<file path="src/rtl/board_pkg.sv">
// Shared board-level constants and the debounce FSM state type for the iCE40 board.
package board_pkg;

    localparam int CLK_HZ = 12000000;

    function automatic int cycles_for_ms(input int ms);
        return (CLK_HZ / 1000) * ms;
    endfunction

    localparam int DEBOUNCE_10MS = cycles_for_ms(10);
    localparam int LONG_1S       = cycles_for_ms(1000);

    typedef enum logic [1:0] {
        RELEASED  = 2'd0,
        CHK_PRESS = 2'd1,
        PRESSED   = 2'd2,
        CHK_REL   = 2'd3
    } db_state_t;

endpackage

</file>
<file path="src/rtl/sync_2ff.sv">
// Generic two-flop synchroniser for asynchronous board input pins.
module sync_2ff #(
    parameter logic RST_VAL = 1'b0
) (
    input  logic clk,
    input  logic rst,
    input  logic d,
    output logic q
);

    logic meta;

    always_ff @(posedge clk or posedge rst) begin
        if (rst) begin
            meta <= RST_VAL;
            q    <= RST_VAL;
        end else begin
            meta <= d;
            q    <= meta;
        end
    end

endmodule

</file>
<file path="src/rtl/button_debounce.sv">
// Push-button conditioner: synchronise, debounce, level + press/release strobes + press counter.
// Optional hold detection (long_press) is built when BUTTON_DEBOUNCE_LONG_PRESS_EN is defined.
module button_debounce
    import board_pkg::*;
#(
    parameter int DEBOUNCE_CYCLES = DEBOUNCE_10MS,
    parameter bit ACTIVE_LOW      = 1'b1,
    parameter int LONG_CYCLES     = LONG_1S
) (
    input  logic       iCE_CLK,
    input  logic       PIO1_02,
    input  logic       btn_raw,
    output logic       btn_level,
    output logic       press_pulse,
    output logic       release_pulse,
`ifdef BUTTON_DEBOUNCE_LONG_PRESS_EN
    output logic       long_press,
`endif
    output logic [7:0] press_count
);

    localparam int CNT_W = $clog2(DEBOUNCE_CYCLES) + 1;

    logic             pin_q;
    logic             btn_sync;
    logic [CNT_W-1:0] cnt;
    logic             cnt_done;
    db_state_t        state, state_nxt;
    logic             accept_press, accept_rel;

    sync_2ff #(.RST_VAL(ACTIVE_LOW)) u_sync (
        .clk (iCE_CLK),
        .rst (PIO1_02),
        .d   (btn_raw),
        .q   (pin_q)
    );

    assign btn_sync = ACTIVE_LOW ? ~pin_q : pin_q;
    assign cnt_done = (cnt == CNT_W'(DEBOUNCE_CYCLES - 1));

    always_ff @(posedge iCE_CLK or posedge PIO1_02) begin
        if (PIO1_02) state <= RELEASED;
        else         state <= state_nxt;
    end

    always_comb begin
        state_nxt    = state;
        accept_press = 1'b0;
        accept_rel   = 1'b0;
        case (state)
            RELEASED:  if (btn_sync) state_nxt = CHK_PRESS;
            CHK_PRESS: begin
                if (!btn_sync) state_nxt = RELEASED;
                else if (cnt_done) begin
                    state_nxt    = PRESSED;
                    accept_press = 1'b1;
                end
            end
            PRESSED:   if (!btn_sync) state_nxt = CHK_REL;
            CHK_REL: begin
                if (btn_sync) state_nxt = PRESSED;
                else if (cnt_done) begin
                    state_nxt  = RELEASED;
                    accept_rel = 1'b1;
                end
            end
            default:   state_nxt = RELEASED;
        endcase
    end

    // Clearing on acceptance keeps the count aligned with the new level, so a
    // reversal right after acceptance still needs a full DEBOUNCE_CYCLES run.
    always_ff @(posedge iCE_CLK or posedge PIO1_02) begin
        if (PIO1_02)                       cnt <= '0;
        else if (accept_press || accept_rel) cnt <= '0;
        else if (btn_sync != btn_level)    cnt <= cnt + 1'b1;
        else                               cnt <= '0;
    end

    always_ff @(posedge iCE_CLK or posedge PIO1_02) begin
        if (PIO1_02) begin
            btn_level     <= 1'b0;
            press_pulse   <= 1'b0;
            release_pulse <= 1'b0;
            press_count   <= 8'd0;
        end else begin
            press_pulse   <= accept_press;
            release_pulse <= accept_rel;
            if (accept_press) begin
                btn_level   <= 1'b1;
                press_count <= press_count + 8'd1;
            end else if (accept_rel) begin
                btn_level   <= 1'b0;
            end
        end
    end

`ifdef BUTTON_DEBOUNCE_LONG_PRESS_EN
    logic [23:0] hold_cnt;

    always_ff @(posedge iCE_CLK or posedge PIO1_02) begin
        if (PIO1_02)                          hold_cnt <= 24'd0;
        else if (!btn_level)                  hold_cnt <= 24'd0;
        else if (hold_cnt != 24'(LONG_CYCLES)) hold_cnt <= hold_cnt + 24'd1;
    end

    // Gated by btn_level so it drops on the very cycle the level falls.
    assign long_press = btn_level && (hold_cnt == 24'(LONG_CYCLES));
`endif

endmodule

</file>
<file path="config.mk">
export PLATFORM = sky130hd
export DESIGN_NAME = button_debounce
export DESIGN_NICKNAME = d
export VERILOG_FILES = /design/src/rtl/board_pkg.sv /design/src/rtl/sync_2ff.sv /design/src/rtl/button_debounce.sv
export SDC_FILE = /design/constraint.sdc
export NUM_CORES = 1
export LEC_CHECK = 0
export ABC_AREA = 1
export BUFFER_PORTS_ARGS = -buffer_cell sky130_fd_sc_hd__buf_4
export CORE_MARGIN = 10
export CORE_UTILIZATION = 53
export DETAILED_ROUTE_END_ITERATION = 10
export HOLD_SLACK_MARGIN = 0.03
export PLACE_DENSITY = 0.72
export SLEW_MARGIN = 20
export SYNTH_ARGS = -nofsm -noshare
export SYNTH_HDL_FRONTEND = slang
export SYNTH_HIERARCHICAL = 1
export SYNTH_SLANG_ARGS = --single-unit
</file>
<file path="constraint.sdc">
create_clock -name iCE_CLK -period 1.58 [get_ports iCE_CLK]
set_clock_uncertainty 0.15 [all_clocks]
set_input_delay 0.079 -clock iCE_CLK [delete_from_list [all_inputs] [get_ports iCE_CLK]]
set_output_delay 0.079 -clock iCE_CLK [all_outputs]
set_load 0.02 [all_outputs]
</file>
==> results_dict.tcl, run 1 <==
set metrics [dict create \
    power_frac_clock 0.409 \
    drc 0 \
    path_max_fanout 5 \
    drv_slew 0 \
    worst_path_max_delay_cell "dfrtp_1" \
    ant_nets 0 \
    core-area_um2 3311 \
    rsz0062_at_grt "yes" \
    crit_required_ns 1.66 \
    worst_slew_pin_slew_ns 0.4016 \
    violations "setup timing" \
    worst_setup_path_end_kind "flop" \
    hp-class "in2async" \
    startpoint_type "flop" \
    hold_violations 0 \
    period_needed_ns 1.604 \
    wire_per_inst_um 12.06 \
    internal-power_uw 1272 \
    antenna_found_initial 0 \
    ir_worst_vdd_mv 0.8931 \
    clk_latency_ns 0.34 \
    diodes 0 \
    std_cell_rows 21 \
    final_core_util 0.7139 \
    area.growth.synth_to_final_pct 31.00 \
    synth_cell_types 20 \
    regArea_um2 830.8 \
    clock_path_buffers 2 \
    postLayoutCellArea_um2 2364 \
    cpPeakStageDelay_ns 0.41 \
    ys_ff_latch 33 \
    pwr-share-seq 0.535 \
    worst-path-buf-inv 2 \
    leakage_uw 0.001085 \
    slew_headroom 0.7313 \
    critPathArrivalTime_ns 1.68 \
    synthCells 236 \
    synth_warnings 6 \
    fillers 265 \
    start_util 0.5450 \
    vias 1545 \
    fp.dieArea_um2 6138 \
    grt_pass1_wl_um 6334 \
    place_area_um2 2078 \
    dp_cells 307 \
    powerDensity_nw_per_um2 685.5 \
    path_clk_slew_ns 0.10 \
    grt_max_degree 32 \
    p_total_uw 1620 \
    die_w_um 78.35 \
    dp_hpwl_um 2691 \
    multi_input_area_um2 975.9 \
    clock_sinks 33 \
    grt_use_total 0.1259 \
    setup_viol 5 \
    cts_tree "built" \
    syn_area_per_cell_um2 7.645 \
    p_switching_uw 348.0 \
    cts_buffers 5 \
    ys_seq_area_frac 0.4591 \
    wirelength_um 3894 \
    gp_congestion 0.8608 \
    path_delay_family "simple AND/OR/NAND/NOR gates" \
    root_buffer "clkbuf_4" \
    status "complete, but fails checks" \
    drive_gt1_frac 0.2996 \
    path_class "reg2reg" \
    min_period_over_period 1.015 \
    max_freq_ghz 0.6236 \
    syn_nets 241 \
    p_sw_frac 0.2148 \
    power_frac_comb 0.056 \
    io_buffer_count 13 \
    via_per_inst 4.783 \
    num-nets-final 281 \
    layoutNonFillerInstCount 323 \
    fin_ws_ns -0.02352 \
    netlist_area_um2 1804 \
    max_cap_viol_count 0 \
    crit_path_cell_trace "ha_4 > nand3_4 > inv_4 > nand3_4 > nor2_4 > nand2_2 > nand2_4 > clkbuf_16 > nor2_4" \
    grt_overflow 0 \
    die_h_um 78.35 \
    final.setup.tns_ns -0.06652 \
    htree_num_levels 2 \
    drtIter0Drc 119 \
    grt_pass1_vias 1435 \
    dr.pass1.iters 4 \
    ios 14 \
]
[worst min-delay path: stages]
cell	delay, ns
dlygate4sd3_1	0.54
buf_4	0.14
inv_1	0.08
[state kept, by name (all words and copies together), names as in the netlist, named ones only]
name           count
press_pulse        1
u_sync/meta        1
state              1
u_sync/q           1
cnt               18
release_pulse      1
btn_level          1
press_count        8
[cell usage after synthesis (all sizes together)]
master   n  share of area
a21oi    1         0.0028
buf      1         0.0062
dfrtp   31           0.43
dfstp    2          0.029
ha       2          0.014
inv     29          0.060
nand2   64           0.14
nand3   18          0.055
nand3b   1         0.0042
nand4    4          0.014
nor2    61           0.14
nor3     2         0.0055
o21ai    1         0.0028
xnor2    4          0.019
xor2    15          0.073
[routing by layer]
metal / vias up / share of wire / track usage
met2: 28 / 0.49 / 0.1949
met1: 716 / 0.46 / 0.1636
met5: - / 0 / 0
met3: 4 / 0.045 / 0.03531
li1: 797 / - / -
met4: 0 / 0.0077 / 0.04659
[per-stage QoR]
step,hold slack [ns],worst slack (ns)
finish,0.1789,-0.02352
global route,0.1745,-0.1261
CTS,0.1612,-0.01562
detailed placement,-0.02155,-0.03894
global placement,-0.02918,0.02026
floorplan,-0.1595,-0.08569
[power groups by stage]
stage          Sequential [uW]  Clock [uW]  Combinational (uW)
3_5_place_dp               881           0                74.9
4_1_cts                    867         672                81.1
5_1_grt                    868         706                 102
2_1_floorplan              880           0                45.1
3_3_place_gp               880           0                74.8
6_report                   867         662                91.3
[kinds of logic after synthesis]
| logic type | synth area share |
|---|---|
| buf+inv | 0.06657 |
| simple gates | 0.3627 |
| fa+ha+maj | 0.01387 |
| compound gates | 0.005543 |
| xor+xnor | 0.09223 |
| flops | 0.4591 |
[timing repair]
action,in CTS,in global routing
pin swaps,2,15
setup endpoints to repair,14,26
buffers inserted,2,3
hold buffers,2,0
gates resized for setup,2,28
hold endpoints to repair,34,0
cloned,0,1
[cell type report]
class	instances	area share
Clock inverter	1	0.01271
Inverter	29	0.04711
Multi-Input combinational cell	173	0.4129
Sequential cell	33	0.3515
Timing Repair Buffer	34	0.1281
Clock buffer	7	0.02329
Tap cell	46	0.02435
[layout by cell type (no fill, tap or decap), drive strengths merged]
cell type	n
nand2	64
a21oi	1
xnor2	4
buf	31
nor2	61
dfrtp	31
nor3	2
inv	29
clkbuf	8
xor2	15
dlygate4sd3	2
o21ai	1
nand4	4
nand3	18
ha	2
dfstp	2
nand3b	1
bufinv	1
[path summary, 6_finish.rpt]
path | cells past startpoint | slack, ns | endpoint | startpoint
worst max-delay path | 9 | -0.02 | cnt[12] | cnt[0]
worst min register to register | 0 | 0.21 | u_sync/q | u_sync/meta
min in group iCE_CLK | 0 | 0.21 | u_sync/q | u_sync/meta
worst min-delay path | 3 | 0.18 | u_sync/meta | PIO1_02
max in group asynchronous | 4 | 0.75 | cnt[6] | PIO1_02
worst max register to register | 9 | -0.02 | cnt[12] | cnt[0]
No activity file was read; power rests on OpenSTA's default activity.
==> run 2, diff against run 1 <==
Settings changed: CORE_UTILIZATION 53 to 30, PLACE_DENSITY 0.72 to 0.44, SYNTH_HIERARCHICAL 1 to unset.
==> run 2 against run 1 <==
  * The flow now finishes without violations
  * Flip-flop and latch count stayed put
  * Sequential power hardly changed
  * Non-clock buffer count is 5 higher
  * Cell count is 12% higher
  * Sequential share of layout area is 0.78 points lower
  * Maximum frequency is 4.8% higher
  * Count of clock-buffer cells in the layout is 2 lower
  * Synthesized cell count is 2.5% higher
  * Area after synthesis is 2.6% higher
  * First-iteration DRC count is 36% lower
  * Critical path depth is 1 lower
==> results_dict.tcl, run 2 <==
set metrics [dict create \
    status "completed" \
    htree_num_levels 2 \
    worst_slew_pin_slew_ns 0.4327 \
    ff2ff_path_depth 8 \
    synth_warnings 0 \
    worstSetupEndpoint "press_count[4]" \
    layout_commonest_cell "nand2_1" \
    netlist_area_um2 1852 \
    worst_setup_path_end_kind "flop" \
    dp_hpwl_um 3299 \
    crit_required_ns 1.67 \
    powerDensity_nw_per_um2 728.8 \
    io_buffer_count 13 \
    clock_path_buffers 2 \
    num-nets-final 291 \
    synth_top_cell_area_share 0.4189 \
    hold_violations 0 \
    synth_xor_area_frac 0.05203 \
    synth_compound_area_frac 0.01757 \
    ios 14 \
    clock_sinks 33 \
    path_class "reg2reg" \
    layout_common_cells "nand2_1 (55), nor2_1 (44), buf_4 (36), dfrtp_1 (28), inv_1 (26)" \
    critPathArrivalTime_ns 1.62 \
    syn_area_per_cell_um2 7.652 \
    crit_path_start "cnt[1]" \
    grt_overflow 0 \
    synthCells 242 \
    synth_commonest_cells "nand2_1 (57), nor2_1 (48), dfrtp_1 (31), inv_1 (30), nand3_1 (16)" \
    wire_per_inst_um 12.16 \
    holdWs_ns 0.2079 \
    synth_top_family_by_area "simple AND/OR/NAND/NOR gates" \
    reg2reg_to "press_count[4]" \
    gr-usage-met2 0.1341 \
    hp-class "reg2reg" \
    drtIter0Drc 76 \
    pwr-share-seq 0.490 \
    vias 1604 \
    synthArstFlopShare 1.000 \
    grt_use_met1 0.1247 \
    area.growth.synth_to_final_pct 30.74 \
    path_clk_slew_ns 0.08 \
    root_buffer "clkbuf_8" \
    power_frac_comb 0.048 \
    ys_seq_area_frac 0.4473 \
    largest_register "cnt" \
    internal-power_uw 1364 \
    antenna_found_initial 0 \
    dp_cells 348 \
    die_w_um 98.57 \
    std_cell_rows 28 \
    drive_gt1_frac 0.2962 \
    core-area_um2 5956 \
    grt_pass1_vias 1505 \
    period_needed_ns 1.530 \
    slew_headroom 0.7116 \
    max_freq_ghz 0.6536 \
    synthAdderAreaFrac 0.01351 \
    r2r_start "cnt[1]" \
    drc 0 \
    power_frac_clock 0.462 \
    ys_ff_latch 33 \
    largest_register_ffs 18 \
    gp_congestion 0.8800 \
    wirelength_um 4403 \
    synthTopCellsByArea "dfrtp_1 (42%), nand2_1 (12%), nor2_1 (9.7%)" \
    ant_nets 0 \
    rsz0062_at_grt "yes" \
    max_cap_viol_count 0 \
    grt_use_met3 0.03212 \
    diodes 0 \
    setup_viol 0 \
    grt_max_degree 34 \
    syn_nets 247 \
    r2r_slack_ns 0.05 \
    path_max_fanout 6 \
    leakage_uw 0.001099 \
    startpoint_type "flop" \
    fillers 629 \
    start_util 0.3109 \
    p_switching_uw 400.8 \
    cts_tree "built" \
    cts_buffers 5 \
    synth_cell_types 24 \
    yosysMostFrequentCell "nand2_1" \
    synth_simple_gate_area_share 0.3980 \
    dr.pass1.iters 4 \
    min_period_over_period 0.9683 \
    p_sw_frac 0.2271 \
    die_h_um 98.57 \
    fp.dieArea_um2 9715 \
    synth_flop_cell "dfrtp_1" \
    grt_busiest_layer "met2" \
    grt_pass1_wl_um 7348 \
    layoutNonFillerInstCount 362 \
    yosysTopAreaCell "dfrtp_1" \
    ir_worst_vdd_mv 0.4312 \
    via_per_inst 4.431 \
    top_regs "cnt: 18 flops, press_count: 8 flops" \
    clk_latency_ns 0.29 \
    synth_mux_area_frac 0 \
    grt_use_total 0.09310 \
    drv_slew 0 \
    synth_edf_count 0 \
]
-- run 2: critical path: stages (launching register included) --
cell	delay, ns
dfrtp_1	0.36
ha_2	0.21
nand3_4	0.15
inv_4	0.09
buf_4	0.12
nand3_4	0.08
nor2_4	0.19
nand3_2	0.07
nand2_1	0.06
-- run 2: what timing repair did --
action	4_1_cts	5_1_grt
endpoints found under the setup margin	4	24
hold endpoints to repair	32	0
buffers inserted	0	4
hold buffers	2	0
gates resized for setup	2	22
pin swaps	1	10
-- run 2: how the worst min path moves through the flow --
stage / start / depth (start not counted) / endpoint / slack, ns
2_1_floorplan: btn_raw / 0 / u_sync.meta / -0.07
3_5_place_dp: btn_raw / 1 / u_sync.meta / 0.04
5_1_grt: u_sync.meta / 0 / u_sync.q / 0.21
4_1_cts: u_sync.meta / 0 / u_sync.q / 0.21
6_report: u_sync.meta / 0 / u_sync.q / 0.21
3_3_place_gp: btn_raw / 1 / u_sync.meta / 0.04
-- run 2: per-stage QoR --
step	utilization	TNS, ns	worst slack [ns]	area (um^2)	power [uW]
3_5_place_dp	0.3676	0	0.01035	2190	961.4
4_1_cts	0.3908	0	0.01927	2327	1793
5_1_grt	0.4065	-0.7754	-0.1196	2421	1851
3_3_place_gp	0.3676	0	0.02470	2190	963.4
6_report	0.4065	0	0.05002	2421	1765
2_1_floorplan	-	0	0.06574	1852	922.7
-- run 2: per-layer routing --
metal,wire length [um],vias up
met5,0,-
met4,68,0
met3,165,4
met2,1921,23
met1,2247,732
li1,-,845
-- run 2: cell families after synthesis --
logic type	count (synthesis)
xor gates and xnor gates	11
adders and majority gates	2
DFF	33
buffers and inverters	33
AOI/OAI and AO/OA	6
and+or+nand+nor	157
-- run 2: layout make-up --
cell class | instances | area, um^2 | share of cell area
clock inverters | 3 | 46.29 | 0.01912
flip-flops and latches | 33 | 832.0 | 0.3437
repair buffers | 39 | 310.3 | 0.1282
inverters | 31 | 118.9 | 0.04910
well taps | 75 | 93.84 | 0.03876
clock buffers | 5 | 68.82 | 0.02842
multi-input cells | 176 | 950.9 | 0.3928
-- run 2: power groups by stage --
| stage | clock, uW | sequential [uW] | combinational (uW) |
|---|---|---|---|
| 4_1_cts | 843 | 864 | 85.5 |
| 3_5_place_dp | 0 | 881 | 80.8 |
| 2_1_floorplan | 0 | 881 | 41.9 |
| 5_1_grt | 889 | 866 | 97.0 |
| 6_report | 816 | 864 | 84.4 |
| 3_3_place_gp | 0 | 881 | 82.7 |
